### config.mk
export PLATFORM = sky130hd
export DESIGN_NAME = dmem_responder
export DESIGN_NICKNAME = d
export VERILOG_FILES = /design/src/rtl/dmem_responder.sv
export SDC_FILE = /design/constraint.sdc
export NUM_CORES = 2
export LEC_CHECK = 0
export ABC_AREA = 1
export CORE_MARGIN = 2
export CORE_UTILIZATION = 55
export CTS_CLUSTER_SIZE = 24
export DETAILED_ROUTE_END_ITERATION = 6
export DONT_BUFFER_PORTS = 1
export GPL_ROUTABILITY_DRIVEN = 0
export PLACE_DENSITY_LB_ADDON = 0.08
export SLEW_MARGIN = 20
export SYNTH_ARGS = -nofsm -noshare
export SYNTH_HDL_FRONTEND = slang
export SYNTH_SLANG_ARGS = --single-unit
### constraint.sdc
create_clock -name clk -period 4.79 [get_ports clk]
set_input_delay 0.958 -clock clk [delete_from_list [all_inputs] [get_ports clk]]
set_output_delay 0.958 -clock clk [all_outputs]
set_load 0.01 [all_outputs]
### src/rtl/dmem_responder.sv
// Data-memory responder for the MEM stage: fixed-latency busy/ready handshake, byte-lane stores,
// sign/zero-extended loads. Define DMEM_MISALIGN_TRAP_EN to trap misaligned word/half accesses.
module dmem_responder #(
  parameter int unsigned DEPTH   = 64,
  parameter int unsigned LATENCY = 2
) (
  input  logic        clk,
  input  logic        reset,
  input  logic        req,
  input  logic [1:0]  memwrite,
  input  logic [1:0]  ldsize,
  input  logic        ldunsigned,
  input  logic [31:0] dataadr,
  input  logic [31:0] writedata,
  output logic [31:0] readdata,
  output logic        ready,
  output logic        busy,
  output logic        misalign
);

  localparam int unsigned AW = $clog2(DEPTH);
  localparam int unsigned CW = (LATENCY > 1) ? $clog2(LATENCY) : 1;

  typedef enum logic [0:0] {StIdle, StWait} state_e;

  state_e          state_q, state_d;
  logic [CW-1:0]   cnt_q, cnt_d;
  logic            ready_q, ready_d;
  logic            busy_q, busy_d;
  logic [31:0]     readdata_q, readdata_d;

  // Operands captured at acceptance; inputs are ignored while an access is in flight.
  logic [1:0]      memwrite_q;
  logic [1:0]      ldsize_q;
  logic            ldunsigned_q;
  logic [31:0]     adr_q;
  logic [31:0]     wdata_q;

  logic            accept;
  logic            complete;

  logic [31:0]     mem [DEPTH];
  logic [AW-1:0]   word_idx;
  logic [31:0]     cur_word;
  logic [3:0]      be;
  logic [31:0]     wlanes;
  logic [31:0]     merged;
  logic [15:0]     half_sel;
  logic [7:0]      byte_sel;
  logic [31:0]     load_data;
  logic            is_store;
  logic            trap;
  logic [31:0]     result;
  logic            mem_we;
  logic            unused_adr;

  // Handshake FSM
  always_comb begin
    state_d  = state_q;
    cnt_d    = cnt_q;
    ready_d  = 1'b0;
    accept   = 1'b0;
    complete = 1'b0;
    unique case (state_q)
      StIdle: begin
        if (req) begin
          accept  = 1'b1;
          cnt_d   = CW'(LATENCY - 1);
          state_d = StWait;
        end
      end
      StWait: begin
        if (cnt_q != '0) begin
          cnt_d = cnt_q - 1'b1;
        end else begin
          complete = 1'b1;
          ready_d  = 1'b1;
          state_d  = StIdle;
        end
      end
    endcase
    busy_d = (state_d == StWait);
  end

  always_ff @(posedge clk) begin
    if (reset) begin
      state_q    <= StIdle;
      cnt_q      <= '0;
      ready_q    <= 1'b0;
      busy_q     <= 1'b0;
      readdata_q <= '0;
    end else begin
      state_q    <= state_d;
      cnt_q      <= cnt_d;
      ready_q    <= ready_d;
      busy_q     <= busy_d;
      readdata_q <= readdata_d;
    end
  end

  always_ff @(posedge clk) begin
    if (accept) begin
      memwrite_q   <= memwrite;
      ldsize_q     <= ldsize;
      ldunsigned_q <= ldunsigned;
      adr_q        <= dataadr;
      wdata_q      <= writedata;
    end
  end

  // Datapath: address decode, lane merge and load extraction
  assign word_idx   = adr_q[AW+1:2];
  assign cur_word   = mem[word_idx];
  assign is_store   = (memwrite_q != 2'b00);
  assign unused_adr = ^adr_q[31:AW+2];

  always_comb begin
    be     = 4'b0000;
    wlanes = wdata_q;
    unique case (memwrite_q)
      2'b00: begin
        be     = 4'b0000;
        wlanes = wdata_q;
      end
      2'b01: begin
        be     = 4'b1111;
        wlanes = wdata_q;
      end
      2'b10: begin
        be     = adr_q[1] ? 4'b1100 : 4'b0011;
        wlanes = {2{wdata_q[15:0]}};
      end
      2'b11: begin
        be     = 4'b0001 << adr_q[1:0];
        wlanes = {4{wdata_q[7:0]}};
      end
    endcase
  end

  always_comb begin
    merged = cur_word;
    for (int k = 0; k < 4; k++) begin
      if (be[k]) merged[8*k +: 8] = wlanes[8*k +: 8];
    end
  end

  assign half_sel = adr_q[1] ? cur_word[31:16] : cur_word[15:0];
  assign byte_sel = cur_word[{adr_q[1:0], 3'b000} +: 8];

  always_comb begin
    load_data = cur_word;
    unique case (ldsize_q)
      2'b10: load_data = ldunsigned_q ? {16'h0000, half_sel} : {{16{half_sel[15]}}, half_sel};
      2'b11: load_data = ldunsigned_q ? {24'h000000, byte_sel} : {{24{byte_sel[7]}}, byte_sel};
      default: load_data = cur_word;
    endcase
  end

`ifdef DMEM_MISALIGN_TRAP_EN
  logic word_acc;
  logic half_acc;
  logic misalign_q;

  assign word_acc = (memwrite_q == 2'b01) ||
                    ((memwrite_q == 2'b00) && ((ldsize_q == 2'b00) || (ldsize_q == 2'b01)));
  assign half_acc = (memwrite_q == 2'b10) || ((memwrite_q == 2'b00) && (ldsize_q == 2'b10));
  assign trap     = (word_acc && (adr_q[1:0] != 2'b00)) || (half_acc && adr_q[0]);

  // Flag is refreshed at every completion so it is valid alongside ready.
  always_ff @(posedge clk) begin
    if (reset) begin
      misalign_q <= 1'b0;
    end else if (complete) begin
      misalign_q <= trap;
    end
  end

  assign misalign = misalign_q;
`else
  assign trap     = 1'b0;
  assign misalign = 1'b0;
`endif

  assign result     = trap ? 32'h0 : (is_store ? merged : load_data);
  assign readdata_d = complete ? result : readdata_q;
  // A reset on the completion edge abandons the access, so it must also block the write.
  assign mem_we     = complete && is_store && !trap && !reset;

  always_ff @(posedge clk) begin
    if (mem_we) begin
      mem[word_idx] <= merged;
    end
  end

  assign readdata = readdata_q;
  assign ready    = ready_q;
  assign busy     = busy_q;

endmodule

==> summary.txt <==
Run status
  • Outcome: completed

GRT
  • GRT Util Overall: 32.0%
  • Initial antenna violation count: 12
  • Vias in the first global route: 53,400
  • Global-route wire length before repair: 368,000 µm
  • Largest net degree at the start of global routing: 167
  • Grt total ovfl: 0

Timing
  • Min Tclk post-route: 4.01 ns
  • # setup viols final: 0
  • Worst-margin pin slew: 1.03 ns
  • Max_slew headroom: 31.2%
  • Tcrit/Tclk final: 83.6%
  • Clock skew: 0.0427 ns
  • Pins over their slew limit: 0
  • RSZ-0062 raised after global routing: no
  • Maximum clock frequency: 250 MHz
  • Final hold vios: 0
  • Fin Setup TNS: 0 ns

Die
  • Initial Utilization: 55.2%
  • I/O pins: 107
  • Cell Rows: 145
  • Die ar.: 0.160 mm²
  • Die Wd: 399 µm
  • Die height: 399 µm
  • Core ar.: 0.156 mm²

Placement
  • Dpl hpwl: 145,000 µm
  • Cells after DPL: 8,874
  • Number of port buffers: 0

Power and ir drop
  • Cell Pwr Density: 476 mW/mm²
  • Sw power: 12.9 mW
  • Combinational power share: 16.2%
  • Peak VDD IR: 0.426 mV
  • Pint: 32.9 mW
  • Power share of the sequential group: 48.0%
  • P_leak: 33.1 nW
  • Clk network pwr share: 35.8%
  • Switching share of power: 28.2%

Layout
  • Area grow syn2layout: 12.0%
  • Share of cells above drive strength 1: 9.38%
  • Commonest cells after routing, fill and taps aside: edfxtp_1, nand2_1, nand3_1
  • # nets final: 7,105
  • Commonest non-fill, non-tap cell in the layout: edfxtp_1
  • # fillers: 12,000
  • Fin cells: 9,282

Route
  • Final ANT Viol Nets: 0
  • Drt drc: 0
  • Avg Vias per Cell: 6.20
  • Via count: 57,500
  • Starting DRT DRC Count: 7,569
  • Final wirelength: 255,000 µm
  • Drt pass-1 iters: 6
  • WL per Instance: 27.5 µm

Synth
  • Post-synthesis sequential area ratio: 74.0%
  • Syn_nets: 7,101
  • Top cells by area, synth: edfxtp_1, nand3_1, nand2_1, o21ai_0, nor2_1
  • Area fraction of the dominant cell type after synthesis: 73.1%
  • Synth unique cells: 34
  • Post-synth top area cell: edfxtp_1
  • Post-synthesis cell count: 7,029
  • Post-synthesis register bit count: 2,134
  • YS warnings: 0
  • Cell area after synthesis: 0.0860 mm²
  • Avg Cell Area, Syn: 12.2 µm²

Clocking
  • Hold_buf cts: 0
  • CTS Buf Count: 213
  • Clk_lat worst skew: 0.86 ns
  • Clock slew at reported path FFs: 0.06 ns
  • Clock Root Buffer: clkbuf_16
  • Clock sink count: 2,134
  • CTS tree: done
  • Post-CTS setup buffer count: 0
  • Maximum clock path buffer count: 3
  • H-tree Lvls: 4
  • Resized Gates After CTS: 0

Worst setup path
  • WS Path Type: reg2reg
  • CP max stage delay: 0.74 ns
  • Slowest CP cell: o21ai_4
  • Critical-path cell list: buf_12, buf_4, o21ai_0, o22ai_1, nand2_1, nand3_1, nand3_1, nand3_1, nand2_1, o21ai_4, buf_12
  • Most frequent CP cell: nand3_1
  • Top cell family by delay on the critical path: compound AO/OA/AOI/OAI gates
  • Bufs and invs on worst path: 3
  • CP Launch Type: flop
  • Critical Path End Type: flop
  • Worst endpoint required time: 5.46 ns
  • Crit path max fanout: 58
  • WP data arrival: 4.67 ns

Min path
  • Hold crit path type: in2reg

Job
  • Number of max-cap violations: 0
==> cell type report <==
type | instances | area, µm² | share of cell area, %
well taps | 2058 | 2570 | 2.67
inverters | 52 | 223 | 0.231
flip-flops and latches | 2134 | 63700 | 66.1
multi-input cells | 4371 | 20200 | 21.0
diodes | 7 | 17.5 | 0.0182
clock inverters | 145 | 1360 | 1.41
repair buffers | 261 | 2700 | 2.80
clock buffers | 254 | 5530 | 5.74
==> per-layer routing <==
metal / up-vias / share of wire (%) / track usage (%)
met2: 2990 / 46 / 48.7
met4: 0 / 3.8 / 12.3
met3: 458 / 10 / 6.20
met5: - / 0 / 0
li1: 25400 / - / -
met1: 28600 / 40 / 45.9
==> path summary, 6_finish.rpt <==
| path | slack [ns] | to | start | cells after the start |
|---|---|---|---|---|
| hold / removal | 0.18 | cnt_q | reset | 1 |
| hold reg to reg | 0.50 | cnt_q | cnt_q | 2 |
| setup reg to reg | 0.78 | mem[15][4] | flop | 11 |
| setup / recovery | 0.78 | mem[15][4] | flop | 11 |
==> cell usage after synthesis, drive strengths merged <==
master,count
edfxtp,2093
nand2,1658
nand3,1375
nor2,518
o21ai,509
buf,355
o22ai,221
clkbuf,117
inv,50
dfxtp,41
a21oi,39
nand4,8
or2,8
a31o,7
a31oi,7
o21bai,7
nand3b,6
nor3,3
clkinv,2
o211ai,2
a211oi,1
conb,1
mux2i,1
==> per-stage QoR <==
step / hold slack [ns] / power [mW] / worst slack (ns) / area (µm²) / utilization, %
floorplan: 0.467 / 26.5 / 0.283 / 86000 / -
global placement: 0.475 / 29.5 / 0.861 / 89300 / 57.3
detailed placement: 0.484 / 29.6 / 0.884 / 89400 / 57.4
CTS: 0.130 / 45.8 / 0.936 / 96300 / 61.8
global route: 0.162 / 47.2 / 0.625 / 96300 / 61.8
finish: 0.178 / 45.9 / 0.784 / 96300 / 61.8
==> state kept, by name (all words and copies together), names as in the netlist, named ones only <==
signal,flops
ldunsigned_q,1
ready,1
wdata_q,32
busy,1
ldsize_q,2
cnt_q,1
readdata,32
adr_q,8
mem,2048
memwrite_q,2
==> power groups by stage <==
| stage | combinational, mW | clock, mW | sequential (mW) |
|---|---|---|---|
| after CTS | 7.26 | 16.6 | 22.0 |
| after floorplan | 4.09 | 0 | 22.4 |
| final | 7.42 | 16.4 | 22.0 |
| after global placement | 7.10 | 0 | 22.4 |
| after detailed placement | 7.24 | 0 | 22.4 |
| after global routing | 7.91 | 17.3 | 22.0 |
==> cells by family (layout without fill, tap and decap cells) <==
group                  Yosys count  count (layout)  synth area share, %
multiplexers                     1               1               0.0116
buffers and inverters          524             712                 3.25
flip-flops                    2134            2134                 74.0
AO/OA/AOI/OAI                  793             793                 5.01
AND/OR/NAND/NOR               3576            3576                 17.7
other                            1               8              0.00436
(Power assumes the default switching activity.)
